===== config.mk =====
export PLATFORM = sky130hd
export DESIGN_NAME = pipeline_debug_ctrl_flat
export DESIGN_NICKNAME = d
export VERILOG_FILES = /design/src/rtl/pipeline_debug_ctrl_if.sv /design/src/rtl/pipeline_debug_ctrl.sv /design/src/flat_wrapper.sv
export SDC_FILE = /design/constraint.sdc
export NUM_CORES = 1
export LEC_CHECK = 0
export CAP_MARGIN = 40
export CORE_ASPECT_RATIO = 0.75
export CORE_MARGIN = 1.5
export CORE_UTILIZATION = 45
export DETAILED_ROUTE_END_ITERATION = 6
export PLACE_DENSITY_LB_ADDON = 0.08
export SLEW_MARGIN = 20
export SYNTH_ARGS = -nofsm -noshare
export SYNTH_HDL_FRONTEND = slang
export SYNTH_SLANG_ARGS = --single-unit

===== constraint.sdc =====
create_clock -name clk -period 4.3 [get_ports clk]
set_input_delay 0.86 -clock clk [delete_from_list [all_inputs] [get_ports clk]]
set_output_delay 0.86 -clock clk [all_outputs]
set_load 0.1 [all_outputs]

===== src/rtl/pipeline_debug_ctrl_if.sv =====
// Debug link between the pipeline debug controller and the rest of the
// MIPS core: command port, halt/stop pair, register file debug read port
// and the valid/ready dump stream toward the UART framer.
interface pipeline_debug_ctrl_if #(
    parameter int NB_DATA  = 32,
    parameter int NB_ADDR  = 5,
    parameter int NB_CYCLE = 32
);
    logic                i_cmd_valid;
    logic [1:0]          i_cmd;
    logic                o_cmd_ready;
    logic                i_stop;
    logic                o_halt;
    logic                o_done;
    logic [NB_ADDR-1:0]  o_rf_dbg_addr;
    logic [NB_DATA-1:0]  i_rf_dbg_data;
    logic                o_dump_valid;
    logic [NB_DATA-1:0]  o_dump_data;
    logic                o_dump_last;
    logic                i_dump_ready;
    logic [NB_CYCLE-1:0] o_cycle_count;

    // Controller side
    modport master (
        input  i_cmd_valid, i_cmd, i_stop, i_rf_dbg_data, i_dump_ready,
        output o_cmd_ready, o_halt, o_done, o_rf_dbg_addr,
               o_dump_valid, o_dump_data, o_dump_last, o_cycle_count
    );

    // Pipeline / host side
    modport slave (
        output i_cmd_valid, i_cmd, i_stop, i_rf_dbg_data, i_dump_ready,
        input  o_cmd_ready, o_halt, o_done, o_rf_dbg_addr,
               o_dump_valid, o_dump_data, o_dump_last, o_cycle_count
    );
endinterface


===== src/rtl/pipeline_debug_ctrl.sv =====
// Pipeline debug controller: run-to-halt, single-step and register dump.
// Owns the global pipeline halt, counts un-halted cycles and streams every
// register followed by the cycle count over a valid/ready link.
module pipeline_debug_ctrl #(
    parameter int NB_DATA  = 32,
    parameter int NB_ADDR  = 5,
    parameter int NB_REGS  = 32,
    parameter int NB_CYCLE = 32
) (
    input  logic                  clk,
    input  logic                  i_rst,
    pipeline_debug_ctrl_if.master dbg
);
    // Index runs 0..NB_REGS; the value NB_REGS selects the cycle-count word
    localparam int               NB_IDX   = $clog2(NB_REGS + 1);
    localparam logic [NB_IDX-1:0] LAST_IDX = NB_IDX'(NB_REGS);

    localparam logic [1:0] CMD_RUN  = 2'b01;
    localparam logic [1:0] CMD_STEP = 2'b10;
    localparam logic [1:0] CMD_DUMP = 2'b11;

    typedef enum logic [2:0] {
        IDLE,
        RUN,
        STEP,
        DONE,
        DUMP_RD,
        DUMP_TX
    } state_t;

    state_t              state, state_nx;
    logic                halt, halt_nx;
    logic                done, done_nx;
    logic                ret_done, ret_done_nx;
    logic                dump_valid, dump_valid_nx;
    logic                dump_last, dump_last_nx;
    logic [NB_DATA-1:0]  dump_data, dump_data_nx;
    logic [NB_ADDR-1:0]  rf_addr, rf_addr_nx;
    logic [NB_IDX-1:0]   index, index_nx;
    logic [NB_CYCLE-1:0] cycle_count, cycle_count_nx;
    logic                cmd_ready;
    logic                accept;

    assign cmd_ready = (state == IDLE) || (state == DONE);
    assign accept    = dbg.i_cmd_valid && cmd_ready;

    // Next-state and next-output logic for the sequencer and dump datapath
    always_comb begin
        state_nx       = state;
        halt_nx        = halt;
        done_nx        = done;
        ret_done_nx    = ret_done;
        dump_valid_nx  = dump_valid;
        dump_last_nx   = dump_last;
        dump_data_nx   = dump_data;
        index_nx       = index;
        cycle_count_nx = cycle_count;

        if (!halt && (cycle_count != '1)) begin
            cycle_count_nx = cycle_count + 1'b1;
        end

        case (state)
            IDLE: begin
                if (accept) begin
                    case (dbg.i_cmd)
                        CMD_RUN: begin
                            state_nx = RUN;
                            halt_nx  = 1'b0;
                        end
                        CMD_STEP: begin
                            state_nx = STEP;
                            halt_nx  = 1'b0;
                        end
                        CMD_DUMP: begin
                            state_nx    = DUMP_RD;
                            ret_done_nx = 1'b0;
                        end
                        default: state_nx = IDLE;
                    endcase
                end
            end
            RUN: begin
                if (dbg.i_stop) begin
                    state_nx = DONE;
                    halt_nx  = 1'b1;
                    done_nx  = 1'b1;
                end
            end
            STEP: begin
                halt_nx = 1'b1;
                if (dbg.i_stop) begin
                    state_nx = DONE;
                    done_nx  = 1'b1;
                end else begin
                    state_nx = IDLE;
                end
            end
            DONE: begin
                if (accept && (dbg.i_cmd == CMD_DUMP)) begin
                    state_nx    = DUMP_RD;
                    ret_done_nx = 1'b1;
                end
            end
            DUMP_RD: begin
                state_nx      = DUMP_TX;
                dump_valid_nx = 1'b1;
                if (index == LAST_IDX) begin
                    dump_data_nx = NB_DATA'(cycle_count);
                    dump_last_nx = 1'b1;
                end else begin
                    dump_data_nx = dbg.i_rf_dbg_data;
                    dump_last_nx = 1'b0;
                end
            end
            DUMP_TX: begin
                if (dbg.i_dump_ready) begin
                    dump_valid_nx = 1'b0;
                    if (dump_last) begin
                        index_nx     = '0;
                        dump_last_nx = 1'b0;
                        state_nx     = ret_done ? DONE : IDLE;
                    end else begin
                        index_nx = index + 1'b1;
                        state_nx = DUMP_RD;
                    end
                end
            end
            default: state_nx = IDLE;
        endcase

        rf_addr_nx = NB_ADDR'(index_nx);
    end

    // FSM state register
    always_ff @(posedge clk or posedge i_rst) begin
        if (i_rst) begin
            state <= IDLE;
        end else begin
            state <= state_nx;
        end
    end

    // Registered outputs, dump index and cycle counter
    always_ff @(posedge clk or posedge i_rst) begin
        if (i_rst) begin
            halt        <= 1'b1;
            done        <= 1'b0;
            ret_done    <= 1'b0;
            dump_valid  <= 1'b0;
            dump_last   <= 1'b0;
            dump_data   <= '0;
            rf_addr     <= '0;
            index       <= '0;
            cycle_count <= '0;
        end else begin
            halt        <= halt_nx;
            done        <= done_nx;
            ret_done    <= ret_done_nx;
            dump_valid  <= dump_valid_nx;
            dump_last   <= dump_last_nx;
            dump_data   <= dump_data_nx;
            rf_addr     <= rf_addr_nx;
            index       <= index_nx;
            cycle_count <= cycle_count_nx;
        end
    end

    assign dbg.o_cmd_ready   = cmd_ready;
    assign dbg.o_halt        = halt;
    assign dbg.o_done        = done;
    assign dbg.o_rf_dbg_addr = rf_addr;
    assign dbg.o_dump_valid  = dump_valid;
    assign dbg.o_dump_data   = dump_data;
    assign dbg.o_dump_last   = dump_last;
    assign dbg.o_cycle_count = cycle_count;
endmodule


===== src/flat_wrapper.sv =====
// flat-port wrapper written by rule: the top's interface ports become plain ports
module pipeline_debug_ctrl_flat 
#(
    parameter int NB_DATA  = 32,
    parameter int NB_ADDR  = 5,
    parameter int NB_REGS  = 32,
    parameter int NB_CYCLE = 32
)
  (clk, i_rst, dbg_i_cmd_valid, dbg_i_cmd, dbg_i_stop, dbg_i_rf_dbg_data, dbg_i_dump_ready, dbg_o_cmd_ready, dbg_o_halt, dbg_o_done, dbg_o_rf_dbg_addr, dbg_o_dump_valid, dbg_o_dump_data, dbg_o_dump_last, dbg_o_cycle_count);
  pipeline_debug_ctrl_if #(.NB_DATA(NB_DATA), .NB_ADDR(NB_ADDR), .NB_CYCLE(NB_CYCLE)) dbg_i ();
  input  logic clk;
  input  logic i_rst;
  input wire logic [$bits(dbg_i.i_cmd_valid)-1:0] dbg_i_cmd_valid;
  input wire logic [$bits(dbg_i.i_cmd)-1:0] dbg_i_cmd;
  input wire logic [$bits(dbg_i.i_stop)-1:0] dbg_i_stop;
  input wire logic [$bits(dbg_i.i_rf_dbg_data)-1:0] dbg_i_rf_dbg_data;
  input wire logic [$bits(dbg_i.i_dump_ready)-1:0] dbg_i_dump_ready;
  output wire logic [$bits(dbg_i.o_cmd_ready)-1:0] dbg_o_cmd_ready;
  output wire logic [$bits(dbg_i.o_halt)-1:0] dbg_o_halt;
  output wire logic [$bits(dbg_i.o_done)-1:0] dbg_o_done;
  output wire logic [$bits(dbg_i.o_rf_dbg_addr)-1:0] dbg_o_rf_dbg_addr;
  output wire logic [$bits(dbg_i.o_dump_valid)-1:0] dbg_o_dump_valid;
  output wire logic [$bits(dbg_i.o_dump_data)-1:0] dbg_o_dump_data;
  output wire logic [$bits(dbg_i.o_dump_last)-1:0] dbg_o_dump_last;
  output wire logic [$bits(dbg_i.o_cycle_count)-1:0] dbg_o_cycle_count;
  assign dbg_i.i_cmd_valid = dbg_i_cmd_valid;
  assign dbg_i.i_cmd = dbg_i_cmd;
  assign dbg_i.i_stop = dbg_i_stop;
  assign dbg_i.i_rf_dbg_data = dbg_i_rf_dbg_data;
  assign dbg_i.i_dump_ready = dbg_i_dump_ready;
  assign dbg_o_cmd_ready = dbg_i.o_cmd_ready;
  assign dbg_o_halt = dbg_i.o_halt;
  assign dbg_o_done = dbg_i.o_done;
  assign dbg_o_rf_dbg_addr = dbg_i.o_rf_dbg_addr;
  assign dbg_o_dump_valid = dbg_i.o_dump_valid;
  assign dbg_o_dump_data = dbg_i.o_dump_data;
  assign dbg_o_dump_last = dbg_i.o_dump_last;
  assign dbg_o_cycle_count = dbg_i.o_cycle_count;
  pipeline_debug_ctrl #(.NB_DATA(NB_DATA), .NB_ADDR(NB_ADDR), .NB_REGS(NB_REGS), .NB_CYCLE(NB_CYCLE)) u_core (.clk(clk), .i_rst(i_rst), .dbg(dbg_i));
endmodule

# After elaboration in Yosys (flattened, before gate mapping)

Cells that the tools add are included.

Bits in registers: 78
Bits of input ports: 39

Add/sub/neg operators: 2
Equality and inequality tests: 16
Muxes and demuxes: 23
Reductions and logical operators: 17

Operators with widths:

| operator                                                               | number |
|---|---|
| 32-bit by 1-bit adder with 32-bit output (second input constant)       | 1 |
| 32-bit two-way mux                                                     | 1 |
| 32-bit != test (second input constant)                                 | 1 |
| 3-bit one-hot mux with 6 select lines                                  | 1 |
| 3-bit two-way mux                                                      | 5 |
| 4-bit AND reduction                                                    | 3 |
| 2-bit != test (second input constant)                                  | 5 |
| 3-bit one-hot mux with 3 select lines                                  | 1 |
| 1-bit two-way mux                                                      | 8 |
| 6-bit by 1-bit adder with 6-bit output (second input constant)         | 1 |
| 3-bit by 2-bit equality test with 1-bit output (second input constant) | 2 |
| 3-bit equality test (second input constant)                            | 2 |
| 6-bit equality test (second input constant)                            | 1 |
| 6-bit two-way mux                                                      | 1 |
| 1-bit one-hot mux with 2 select lines                                  | 3 |
| 2-bit AND reduction                                                    | 3 |
| 2-bit equality test (second input constant)                            | 2 |
| 2-bit two-way mux                                                      | 2 |
| 2-bit nonzero test                                                     | 2 |
| 2-bit OR reduction                                                     | 2 |
| 3-bit by 1-bit equality test with 1-bit output (second input constant) | 1 |
| 1-bit logical AND                                                      | 3 |
| 3-bit logical NOT                                                      | 1 |
| 1-bit one-hot mux with 3 select lines                                  | 1 |
| 5 further kinds                                                        | 5 |

# Logic depth before layout (Yosys ltp)

Gate-level depths: netlist of the first run.

Depth after elaboration: 6
Gate-level depth with buffers: 7
Mapped depth without buffers: 6

# Worst setup path before layout of the first run

No wires, ideal clock.

Path type: register to output
From: reg u_core.state[0]
To: out dbg_o_cmd_ready
Arrival: 2.048 ns
Required time: 3.440 ns
Setup slack: 1.392 ns
Stages on the path, launching flop included: 4
Buffers on the path: 1
Path through: dfrtp_1 > clkbuf_1 > xor2_1 > nor2_1

Word-level cells in the longest chain between the ends: 2
Elaborated cells between the ends (all ways): 3
Classes of those cells: eq/ne (1); reduce/logical (2)

RTL lines:

| what                                                                                       | RTL line                   | text |
|---|---|---|
| start: declaration                                                                         | pipeline_debug_ctrl.sv:31  | `state_t state, state_nx;` |
| start signal: assignment                                                                   | pipeline_debug_ctrl.sv:140 | `state <= state_nx;` |
| 3-bit by 2-bit equality test with 1-bit output / 3-bit logical NOT (equally long branches) | pipeline_debug_ctrl.sv:44  | `assign cmd_ready = (state == IDLE) \|\| (state == DONE);` |
| 1-bit logical OR *                                                                         | pipeline_debug_ctrl.sv:44  |  |
| end: declaration                                                                           | flat_wrapper.sv:18         | `output wire logic [$bits(dbg_i.o_cmd_ready)-1:0] dbg_o_cmd_ready;` |

Every way passes the cells marked *; elsewhere a longest branch is shown, timed or not.

# Worst setup path in the final report of the first run

Same ends and word-level chain as after synthesis.

==> flow_summary.yaml, run 1 <==
outcome:
  status: "finished clean"
final_layout:
  seq_area_sq_um: 1953
  areaGrowthSynthToFinish_pct: 67.83
  layout_commonest_cell: "sky130_fd_sc_hd__clkdlybuf4s50_1"
  drive_above_1_share_pct: 19.83
  layoutNonFillerInstCount: 683
  mostFrequentLayoutCells: "112 x sky130_fd_sc_hd__clkdlybuf4s50_1, 77 x sky130_fd_sc_hd__dfrtp_1, 69 x sky130_fd_sc_hd__buf_8, 46 x sky130_fd_sc_hd__nor2_1, 36 x sky130_fd_sc_hd__a21oi_1"
  final_net_count: 618
  area_occupied_by_multi_input_gates_sq_um: 1876
  antenna_cell_count: 0
  fill_cells: 556
routing:
  drt_iter0_drc: 200
  number_of_iterations_in_the_first_detailed_routing_pass: 4
  drcViolationCount: 0
  detail_route.wl_per_cell_microns: 15.54
  route.final.wire_length_mm: 10.61
  wl_met1_mm: 4.899
  drtAntennaViolNets: 0
  top_signal_layer_used: "met4"
  detailroute.wirelength.met3_microns: 523
  post_drt_via_cell_ratio: 5.296
  met2_length_mm: 5.044
  num_vias: 3617
timing:
  skew_ns: 0.005846
  setup_viol: 0
  tns_ns: 0
  post-route-min-period_ns: 2.831
  final-hold-violation-count: 0
  rsz0062_at_grt: "false"
  slew-limit-headroom_pct: 58.30
  max_freq_mhz: 353.3
  final_max_slew_viol_count: 0
  worstMarginPinSlew_ns: 0.6255
  tcrit_tclk_final_pct: 65.83
logic_synthesis:
  syn_nets: 441
  synth-seq-area-share_pct: 49.27
  postSynth.topFlopCell: "sky130_fd_sc_hd__dfrtp_1"
  synth_enable_flop_cells: 0
  synth-seq-cells: 78
  synthDistinctLibCells: 53
  syn_avg_cell_area_sq_um: 10.03
  yosys_warnings: 0
  async_reset_ff_share_pct: 100.0
  netlist_area_sq_um: 3964
  netlist_instances: 395
global_route:
  via_count_of_the_first_global_routing_pass: 3630
  grt.overflow.total: 0
  initial_antenna_violation_count: 0
  grt_max_degree: 50
  global_route_wire_length_before_repair_mm: 18.06
  grt.total_usage_pct: 23.82
clock_tree:
  cts_resized: 0
  post_cts_buffers: 0
  path_clk_slew_ns: 0.06
  cts-buffers-inserted: 9
  clock_tree.htree_level_count: 3
  cts-hold-fix-buffers: 0
  worst_skew_pair.late_latency_ns: 0.32
  ctsLongestPathBuffers: 2
  cts.sink_count: 78
  cts_tree: "done"
  clockRootBuffer: "sky130_fd_sc_hd__clkbuf_16"
critical_path:
  path_max_fanout: 14
  endpoint_kind: "output port"
  crit_path_cell_trace: "xor2_1 -> nor2_1 -> clkdlybuf4s50_1 -> buf_8"
  cp_slowest_cell: "sky130_fd_sc_hd__dfrtp_1"
  timing.critical_path.max_delay_family: "buffers and inverters"
  critical_path.startpoint_type: "flop"
  crit_required_ns: 3.44
  cp.buffers_inverters: 2
  critical_path_class: "reg2out"
  worstPathArrival_ns: 1.97
  setup.reg_to_reg.worst_slack_ns: 2.09
  critical_path_s_largest_stage_delay_ns: 0.55
pwr:
  power_leakage_nw: 2.774
  worst_ir_drop_vdd_mv: 0.6438
  cellPowerDensity_nw_per_um2: 741.1
placement:
  place_inst: 669
  hpwlAfterDp_mm: 7.634
  gp_congestion: 0.8257
  port_buffers: 112
die:
  floorplan.die_area_sq_um: 9386
  ioPinCount: 113
  rows: 29
  start_util_pct: 46.68
  horizontal_extent_of_the_die_microns: 111.4
  coreArea_sq_um: 8491
  die_h_microns: 84.28
hold_path:
  worst_hold_path_type: "reg2reg"
run:
  max_capacitance_violation_count: 0
==> metal layers <==
metal,global-route usage (%),vias to the layer above
li1,-,1747
met3,4.982,14
met2,38.09,126
met1,33.29,1730
met5,0,-
met4,6.444,0
==> worst reg2reg max path, cell delays in order, from the launching register on <==
cell and delay (ns):
sky130_fd_sc_hd__dfrtp_1 0.42, sky130_fd_sc_hd__ha_1 0.22, sky130_fd_sc_hd__and4_1 0.26, sky130_fd_sc_hd__nand3b_1 0.15, sky130_fd_sc_hd__nor3_1 0.45, sky130_fd_sc_hd__and4_1 0.27
sky130_fd_sc_hd__mux2_1 0.32
==> final timing paths <==
kind                                              from                           end  depth (start not counted)
setup / recovery                       u_core.state[0]               dbg_o_cmd_ready                          4
hold reg to reg                u_core.dbg.o_dump_valid       u_core.dbg.o_dump_valid                          1
max in group asynchronous                        i_rst   u_core.dbg.o_cycle_count[0]                          3
hold / removal                 u_core.dbg.o_dump_valid       u_core.dbg.o_dump_valid                          1
setup reg to reg           u_core.dbg.o_cycle_count[0]  u_core.dbg.o_cycle_count[22]                          6
min in group asynchronous                        i_rst               u_core.index[1]                          3
==> synth_stat cells, types with 2 or more instances <==
cell                       instances  area share [%]
sky130_fd_sc_hd__xor2_1           13             2.9
sky130_fd_sc_hd__nand3_1          15             1.9
sky130_fd_sc_hd__nor2_1           47             4.5
sky130_fd_sc_hd__buf_2             4            0.51
sky130_fd_sc_hd__nor4b_2           2            0.76
sky130_fd_sc_hd__and4_1            5             1.1
sky130_fd_sc_hd__nor4_1            2            0.32
sky130_fd_sc_hd__nor3b_1           2            0.38
sky130_fd_sc_hd__nand2b_1          2            0.32
sky130_fd_sc_hd__o21ai_0          13             1.6
sky130_fd_sc_hd__clkbuf_1         15             1.4
sky130_fd_sc_hd__ha_1              7             2.2
sky130_fd_sc_hd__nor3_2            2            0.51
sky130_fd_sc_hd__xnor2_1          13             2.9
sky130_fd_sc_hd__a32o_1            2            0.51
sky130_fd_sc_hd__buf_4             5            0.95
sky130_fd_sc_hd__inv_1            10            0.95
sky130_fd_sc_hd__and3_2            4            0.76
sky130_fd_sc_hd__dfrtp_1          77              49
sky130_fd_sc_hd__and3_1            5            0.79
sky130_fd_sc_hd__mux2i_1          34             8.6
sky130_fd_sc_hd__o211ai_1          2            0.38
sky130_fd_sc_hd__nand4_1           8             1.3
sky130_fd_sc_hd__o22ai_1           2            0.32
sky130_fd_sc_hd__a21oi_1          36             4.5
sky130_fd_sc_hd__mux2_1            2            0.57
sky130_fd_sc_hd__nor3_1           10             1.3
sky130_fd_sc_hd__nand2_1          30             2.8
sky130_fd_sc_hd__mux2_2            2            0.57
==> power breakdown <==
group / total, mW / internal (mW) / leakage [nW] / switching [mW]
logic: 2.95 / 1.07 / 1.67 / 1.87
registers: 1.15 / 0.939 / 0.947 / 0.210
clock network: 0.834 / 0.558 / 0.161 / 0.276
==> flip-flops by register name, summed over array words and instances (netlist names) <==
register and flops:
u_core.state 3, u_core.dbg.o_dump_data 32, u_core.dbg.o_dump_valid 1, u_core.dbg.o_cycle_count 32
u_core.dbg.o_halt 1, u_core.dbg.o_dump_last 1, u_core.ret_done 1, u_core.dbg.o_done 1
u_core.index 6
==> cell families (layout without fill, tap and decap cells) <==
| group | count (synthesis) | after routing | share of synthesized area [%] |
|---|---|---|---|
| AO/OA/AOI/OAI | 66 | 66 | 9.786 |
| XOR/XNOR | 26 | 26 | 5.745 |
| adder cells (fa/ha/maj) | 7 | 7 | 2.209 |
| buffers and inverters | 34 | 214 | 3.820 |
| flip-flops | 78 | 78 | 49.27 |
| multiplexers | 38 | 38 | 9.722 |
| AND/OR/NAND/NOR | 146 | 146 | 19.44 |
==> final cells by class <==
class / instances / share of cell area [%]
clock buffer: 9 / 3.385
timing repair buffer: 190 / 34.94
sequential: 78 / 29.36
multi-input combinational: 283 / 28.19
clock inverter: 5 / 1.505
tap: 108 / 2.031
inverter: 10 / 0.5830
==> per-stage QoR <==
step / utilization, % / instance area, sq um / setup WS, ns / total power, mW / hold slack (ns)
2_1_floorplan: - / 3964 / 1.392 / 2.898 / 0.4910
3_3_place_gp: 60.70 / 5154 / 1.450 / 3.386 / 0.4616
3_5_place_dp: 74.52 / 6327 / 1.596 / 4.105 / 0.4681
4_1_cts: 78.35 / 6653 / 1.483 / 4.957 / 0.4817
5_1_grt: 78.35 / 6653 / 1.397 / 5.128 / 0.5108
6_report: 78.35 / 6653 / 1.469 / 4.930 / 0.4798
(Power assumes the default switching activity.)
==> inputs of run 2 (changes only) <==
==> constraint.sdc (replaced) <==
create_clock -name clk -period 2.9 [get_ports clk]
set_input_delay 0.58 -clock clk [delete_from_list [all_inputs] [get_ports clk]]
set_output_delay 0.58 -clock clk [all_outputs]
set_load 0.1 [all_outputs]
==> run 2 against run 1 <==
Largest cell class is now registers. Combinational power grew 11%. Via count fell by 8.8%. First-iteration DRC count decreased by 13%.
==> flow_summary.yaml, run 2 (same netlist as run 1, synthesis figures left out) <==
routing:
  num_vias: 3297
  detail_route.wl_per_cell_microns: 15.41
  post_drt_via_cell_ratio: 5.387
  drcViolationCount: 0
  drt_iter0_drc: 174
  drtAntennaViolNets: 0
  number_of_iterations_in_the_first_detailed_routing_pass: 4
  route.final.wire_length_mm: 9.430
global_route:
  grt.overflow.total: 0
  initial_antenna_violation_count: 0
  grt.total_usage_pct: 21.19
  global_route_wire_length_before_repair_mm: 15.86
  via_count_of_the_first_global_routing_pass: 3113
  grt_max_degree: 42
critical_path:
  crit_required_ns: 3.11
  critical_path_class: "reg2reg"
  setup.reg_to_reg.worst_slack_ns: 0.75
  critical_path.startpoint_type: "flop"
  crit_path_cell_trace: "ha_1 -> and4_1 -> nand3b_1 -> nor3_1 -> and4_1 -> mux2_1"
  worst-r2r-cell-count: 6
  critical-path-top-cell-by-count: "sky130_fd_sc_hd__and4_1"
  worstPathArrival_ns: 2.37
  endpoint_kind: "flop"
  path_max_fanout: 5
  cp_slowest_cell: "sky130_fd_sc_hd__nor3_1"
  reg_to_reg_end: "u_core.dbg.o_cycle_count[22]"
  critical_path_s_largest_stage_delay_ns: 0.43
  rr_startpoint: "u_core.dbg.o_cycle_count[0]"
timing:
  rsz0062_at_grt: "false"
  final-hold-violation-count: 0
  final_max_slew_viol_count: 0
  minimum_setup_slack_in_the_final_design_ns: 0.7453
  slew-limit-headroom_pct: 56.28
  max_freq_mhz: 464.1
  worstMarginPinSlew_ns: 0.6559
  setup_viol: 0
  post-route-min-period_ns: 2.155
  tcrit_tclk_final_pct: 74.30
  tns_ns: 0
  skew_ns: 0.004225
die:
  coreArea_sq_um: 8491
  floorplan.die_area_sq_um: 9386
  die_h_microns: 84.28
  start_util_pct: 46.68
  ioPinCount: 113
  rows: 29
  horizontal_extent_of_the_die_microns: 111.4
placement:
  pre_cts_ws_ns: 0.4994
  port_buffers: 112
  gp_congestion: 0.8611
  hpwlAfterDp_mm: 6.778
clock_tree:
  cts_resized: 0
  clockRootBuffer: "sky130_fd_sc_hd__clkbuf_16"
  worst_skew_pair.late_latency_ns: 0.33
  post_cts_buffers: 0
  cts-buffers-inserted: 9
  clock_tree.htree_level_count: 3
  cts.sink_count: 78
  cts_tree: "done"
  cts-hold-fix-buffers: 0
  path_clk_slew_ns: 0.06
  ctsLongestPathBuffers: 2
pwr:
  power_leakage_nw: 2.279
  worst_ir_drop_vdd_mv: 0.8008
  cellPowerDensity_nw_per_um2: 1134
final_layout:
  drive_above_1_share_pct: 22.62
  final_net_count: 546
  mostFrequentLayoutCells: "78 x sky130_fd_sc_hd__buf_4, 77 x sky130_fd_sc_hd__dfrtp_1, 46 x sky130_fd_sc_hd__nor2_1, 38 x sky130_fd_sc_hd__clkdlybuf4s50_1, 36 x sky130_fd_sc_hd__a21oi_1"
  areaGrowthSynthToFinish_pct: 33.14
  antenna_cell_count: 0
  layout_commonest_cell: "sky130_fd_sc_hd__buf_4"
hold_path:
  worstHoldStart: "u_core.dbg.o_done"
  worst_hold_path_type: "reg2reg"
  hold-path-cell-count: 1
  whs_endpoint: "u_core.dbg.o_done"
outcome:
  status: "finished clean"
run:
  max_capacitance_violation_count: 0
[run 2: how the worst max path moves through the flow]
| stage | endpoint | cells past startpoint | start | slack, ns |
|---|---|---|---|---|
| 3_5_place_dp | u_core.state[0] | 7 | dbg_i_cmd[0] | 0.50 |
| 3_3_place_gp | u_core.state[0] | 7 | dbg_i_cmd[0] | 0.57 |
| 4_1_cts | u_core.dbg.o_cycle_count[22] | 6 | u_core.dbg.o_cycle_count[0] | 0.74 |
| 5_1_grt | u_core.dbg.o_cycle_count[22] | 6 | u_core.dbg.o_cycle_count[1] | 0.45 |
| 2_1_floorplan | u_core.dbg.o_cycle_count[22] | 6 | u_core.dbg.o_cycle_count[0] | 0.25 |
| 6_report | u_core.dbg.o_cycle_count[22] | 6 | u_core.dbg.o_cycle_count[0] | 0.75 |
[run 2: critical path: cells and delay by family (launching register included)]
kind                     cells  cell delay [ns]
flip-flops                   1             0.42
AND/OR/NAND/NOR              4             1.09
multiplexers                 1             0.32
adder cells (fa/ha/maj)      1             0.20
[run 2: routing by layer]
metal | global-route usage (%) | vias to the layer above | share of wire [%]
met5 | 0 | - | 0
met4 | 6.674 | 0 | 1.5
met3 | 5.776 | 12 | 5.9
met2 | 31.85 | 92 | 43
met1 | 30.07 | 1597 | 49
li1 | - | 1596 | -
[run 2: power by group]
| part | switching [mW] | internal [mW] |
|---|---|---|
| Combinational | 2.57 | 0.690 |
| Sequential | 0.308 | 1.39 |
| Clock | 0.405 | 0.621 |
[run 2: area by class of cell]
class                   count  area (sq um)
clock buffers              14         264.0
clock inverters             1         5.005
fillers                   746          3213
inverters                  10         38.79
multi-input cells         283          1876
flip-flops and latches     78          1953
well taps                 108         135.1
repair buffers            118          1006
[run 2: metrics by stage]
stage	total power [mW]	util (%)	cell area, sq um	hold slack (ns)	instances
2_1_floorplan	4.298	-	3964	0.4910	395
6_report	5.984	62.16	5278	0.4858	612
4_1_cts	6.027	62.16	5278	0.4947	612
3_5_place_dp	4.985	58.99	5009	0.4823	597
3_3_place_gp	4.941	58.99	5009	0.4658	597
5_1_grt	6.246	62.16	5278	0.5034	612
==> inputs of run 3 (changes only) <==
==> constraint.sdc (replaced) <==
create_clock -name clk -period 2.2 [get_ports clk]
set_input_delay 0.44 -clock clk [delete_from_list [all_inputs] [get_ports clk]]
set_output_delay 0.44 -clock clk [all_outputs]
set_load 0.1 [all_outputs]
==> run 3 against run 2 <==
Sequential power increased by 34%. Total power increased by 37%. Highest routed layer unchanged. Critical path depth unchanged. Combinational power increased by 35%. Maximum frequency increased by 3.7%. Via count increased by 0.36%. Critical path type unchanged. Worst setup slack got worse by 0.62 ns.
==> flow_summary.yaml, run 3 (same netlist as run 1, synthesis figures left out) <==
outcome:
  status: "finished clean"
critical_path:
  timing.critical_path.max_delay_family: "simple AND/OR/NAND/NOR gates"
  critical_path.startpoint_type: "flop"
  endpoint_kind: "flop"
  crit_required_ns: 2.44
  worstPathArrival_ns: 2.32
  cp.buffers_inverters: 0
  critical_path_s_largest_stage_delay_ns: 0.47
  crit_path_cell_trace: "ha_1 -> and4_1 -> nand3b_1 -> or4_4 -> nor4b_2 -> xor2_1"
  path_max_fanout: 5
  cp_slowest_cell: "sky130_fd_sc_hd__or4_4"
  critical_path_class: "reg2reg"
final_layout:
  antenna_cell_count: 0
  areaGrowthSynthToFinish_pct: 37.97
  layout_commonest_cell: "sky130_fd_sc_hd__buf_4"
  drive_above_1_share_pct: 30.74
  mostFrequentLayoutCells: "85 x sky130_fd_sc_hd__buf_4, 45 x sky130_fd_sc_hd__nor2_1, 45 x sky130_fd_sc_hd__dfrtp_1, 38 x sky130_fd_sc_hd__clkdlybuf4s50_1, 36 x sky130_fd_sc_hd__a21oi_1"
  layoutNonFillerInstCount: 622
  final_net_count: 555
  layout.core_utilization_pct: 64.41
routing:
  number_of_iterations_in_the_first_detailed_routing_pass: 4
  num_vias: 3309
  drt_iter0_drc: 171
  drcViolationCount: 0
  route.final.wire_length_mm: 9.302
  post_drt_via_cell_ratio: 5.320
  drtAntennaViolNets: 0
  detail_route.wl_per_cell_microns: 14.95
timing:
  tcrit_tclk_final_pct: 94.47
  rsz0062_at_grt: "false"
  final-hold-violation-count: 0
  setup_viol: 0
  slew-limit-headroom_pct: 68.77
  max_freq_mhz: 481.2
  post-route-min-period_ns: 2.078
  final_max_slew_viol_count: 0
  skew_ns: 0.007721
  tns_ns: 0
  worstMarginPinSlew_ns: 0.4685
pwr:
  power_leakage_nw: 2.300
  totalPowerFinal_mw: 8.212
  cellPowerDensity_nw_per_um2: 1501
  worst_ir_drop_vdd_mv: 1.304
die:
  ioPinCount: 113
  die_h_microns: 84.28
  rows: 29
  coreArea_sq_um: 8491
  start_util_pct: 46.68
  horizontal_extent_of_the_die_microns: 111.4
  floorplan.die_area_sq_um: 9386
global_route:
  via_count_of_the_first_global_routing_pass: 3173
  initial_antenna_violation_count: 0
  grt.total_usage_pct: 20.93
  global_route_wire_length_before_repair_mm: 15.86
  grt.overflow.total: 0
  grt_max_degree: 79
clock_tree:
  path_clk_slew_ns: 0.06
  cts_tree: "done"
  post_cts_buffers: 0
  ctsLongestPathBuffers: 2
  worst_skew_pair.late_latency_ns: 0.33
  cts_resized: 0
  cts-buffers-inserted: 9
  cts-hold-fix-buffers: 0
  clock_tree.htree_level_count: 3
  clockRootBuffer: "sky130_fd_sc_hd__clkbuf_16"
  cts.sink_count: 78
run:
  max_capacitance_violation_count: 0
placement:
  port_buffers: 112
  place_inst: 606
  gp_congestion: 0.8514
  hpwlAfterDp_mm: 6.600
hold_path:
  worst_hold_path_type: "reg2reg"
-- run 3: changes by cell type in the layout (fill, tap and decap cells not counted), moves of 6 or more --
| cell | before | now |
|---|---|---|
| sky130_fd_sc_hd__buf_4 | 78 | 85 |
| sky130_fd_sc_hd__dfrtp_2 | 0 | 26 |
| sky130_fd_sc_hd__dfrtp_1 | 77 | 45 |
| sky130_fd_sc_hd__dfrtp_4 | 0 | 6 |
-- run 3: per-layer routing --
| metal | share of wire (%) | track usage [%] | wire (microns) | up-vias |
|---|---|---|---|---|
| li1 | - | - | - | 1622 |
| met1 | 50 | 30.98 | 4653 | 1576 |
| met2 | 42 | 30.67 | 3950 | 100 |
| met3 | 6.2 | 5.560 | 579 | 11 |
| met4 | 1.3 | 5.293 | 119 | 0 |
| met5 | 0 | 0 | 0 | - |
-- run 3: final cells by class --
class | instances | area [sq um]
fillers | 727 | 3022
repair buffers | 127 | 1099
multi-input cells | 283 | 1878
flip-flops and latches | 78 | 2008
clock inverters | 5 | 75.07
inverters | 10 | 41.29
clock buffers | 11 | 232.7
well taps | 108 | 135.1
-- run 3: per-stage QoR --
step                      area, sq um  hold WS, ns  setup slack [ns]
after detailed placement         5161       0.4781            0.1185
after CTS                        5469       0.4913            0.1256
final                            5469       0.4877            0.1218
after floorplan                  4025       0.4910         0.0009786
after global routing             5469       0.5132           0.01269
after global placement           5161       0.4617            0.1736
-- run 3: worst register-to-register path, delay by kind of cell (launching register included) --
family | cells | cell delay, ns
DFF | 1 | 0.44
xor gates and xnor gates | 1 | 0.19
adders and majority gates | 1 | 0.19
and+or+nand+nor | 4 | 1.18
-- run 3: path summary, 6_finish.rpt --
kind                       slack [ns]  cells past startpoint                      endpoint                        start
setup / recovery                 0.12                      6  u_core.dbg.o_cycle_count[26]  u_core.dbg.o_cycle_count[0]
hold / removal                   0.49                      1             u_core.dbg.o_done            u_core.dbg.o_done
setup reg to reg                 0.12                      6  u_core.dbg.o_cycle_count[26]  u_core.dbg.o_cycle_count[0]
hold reg to reg                  0.49                      1             u_core.dbg.o_done            u_core.dbg.o_done
max in group asynchronous        1.24                      3  u_core.dbg.o_cycle_count[15]                        i_rst
min in group asynchronous        0.57                      3               u_core.index[2]                        i_rst
-- run 3: power by group --
part | switching [mW] | internal [mW]
logic | 3.41 | 0.994
clock network | 0.555 | 0.988
registers | 0.414 | 1.85
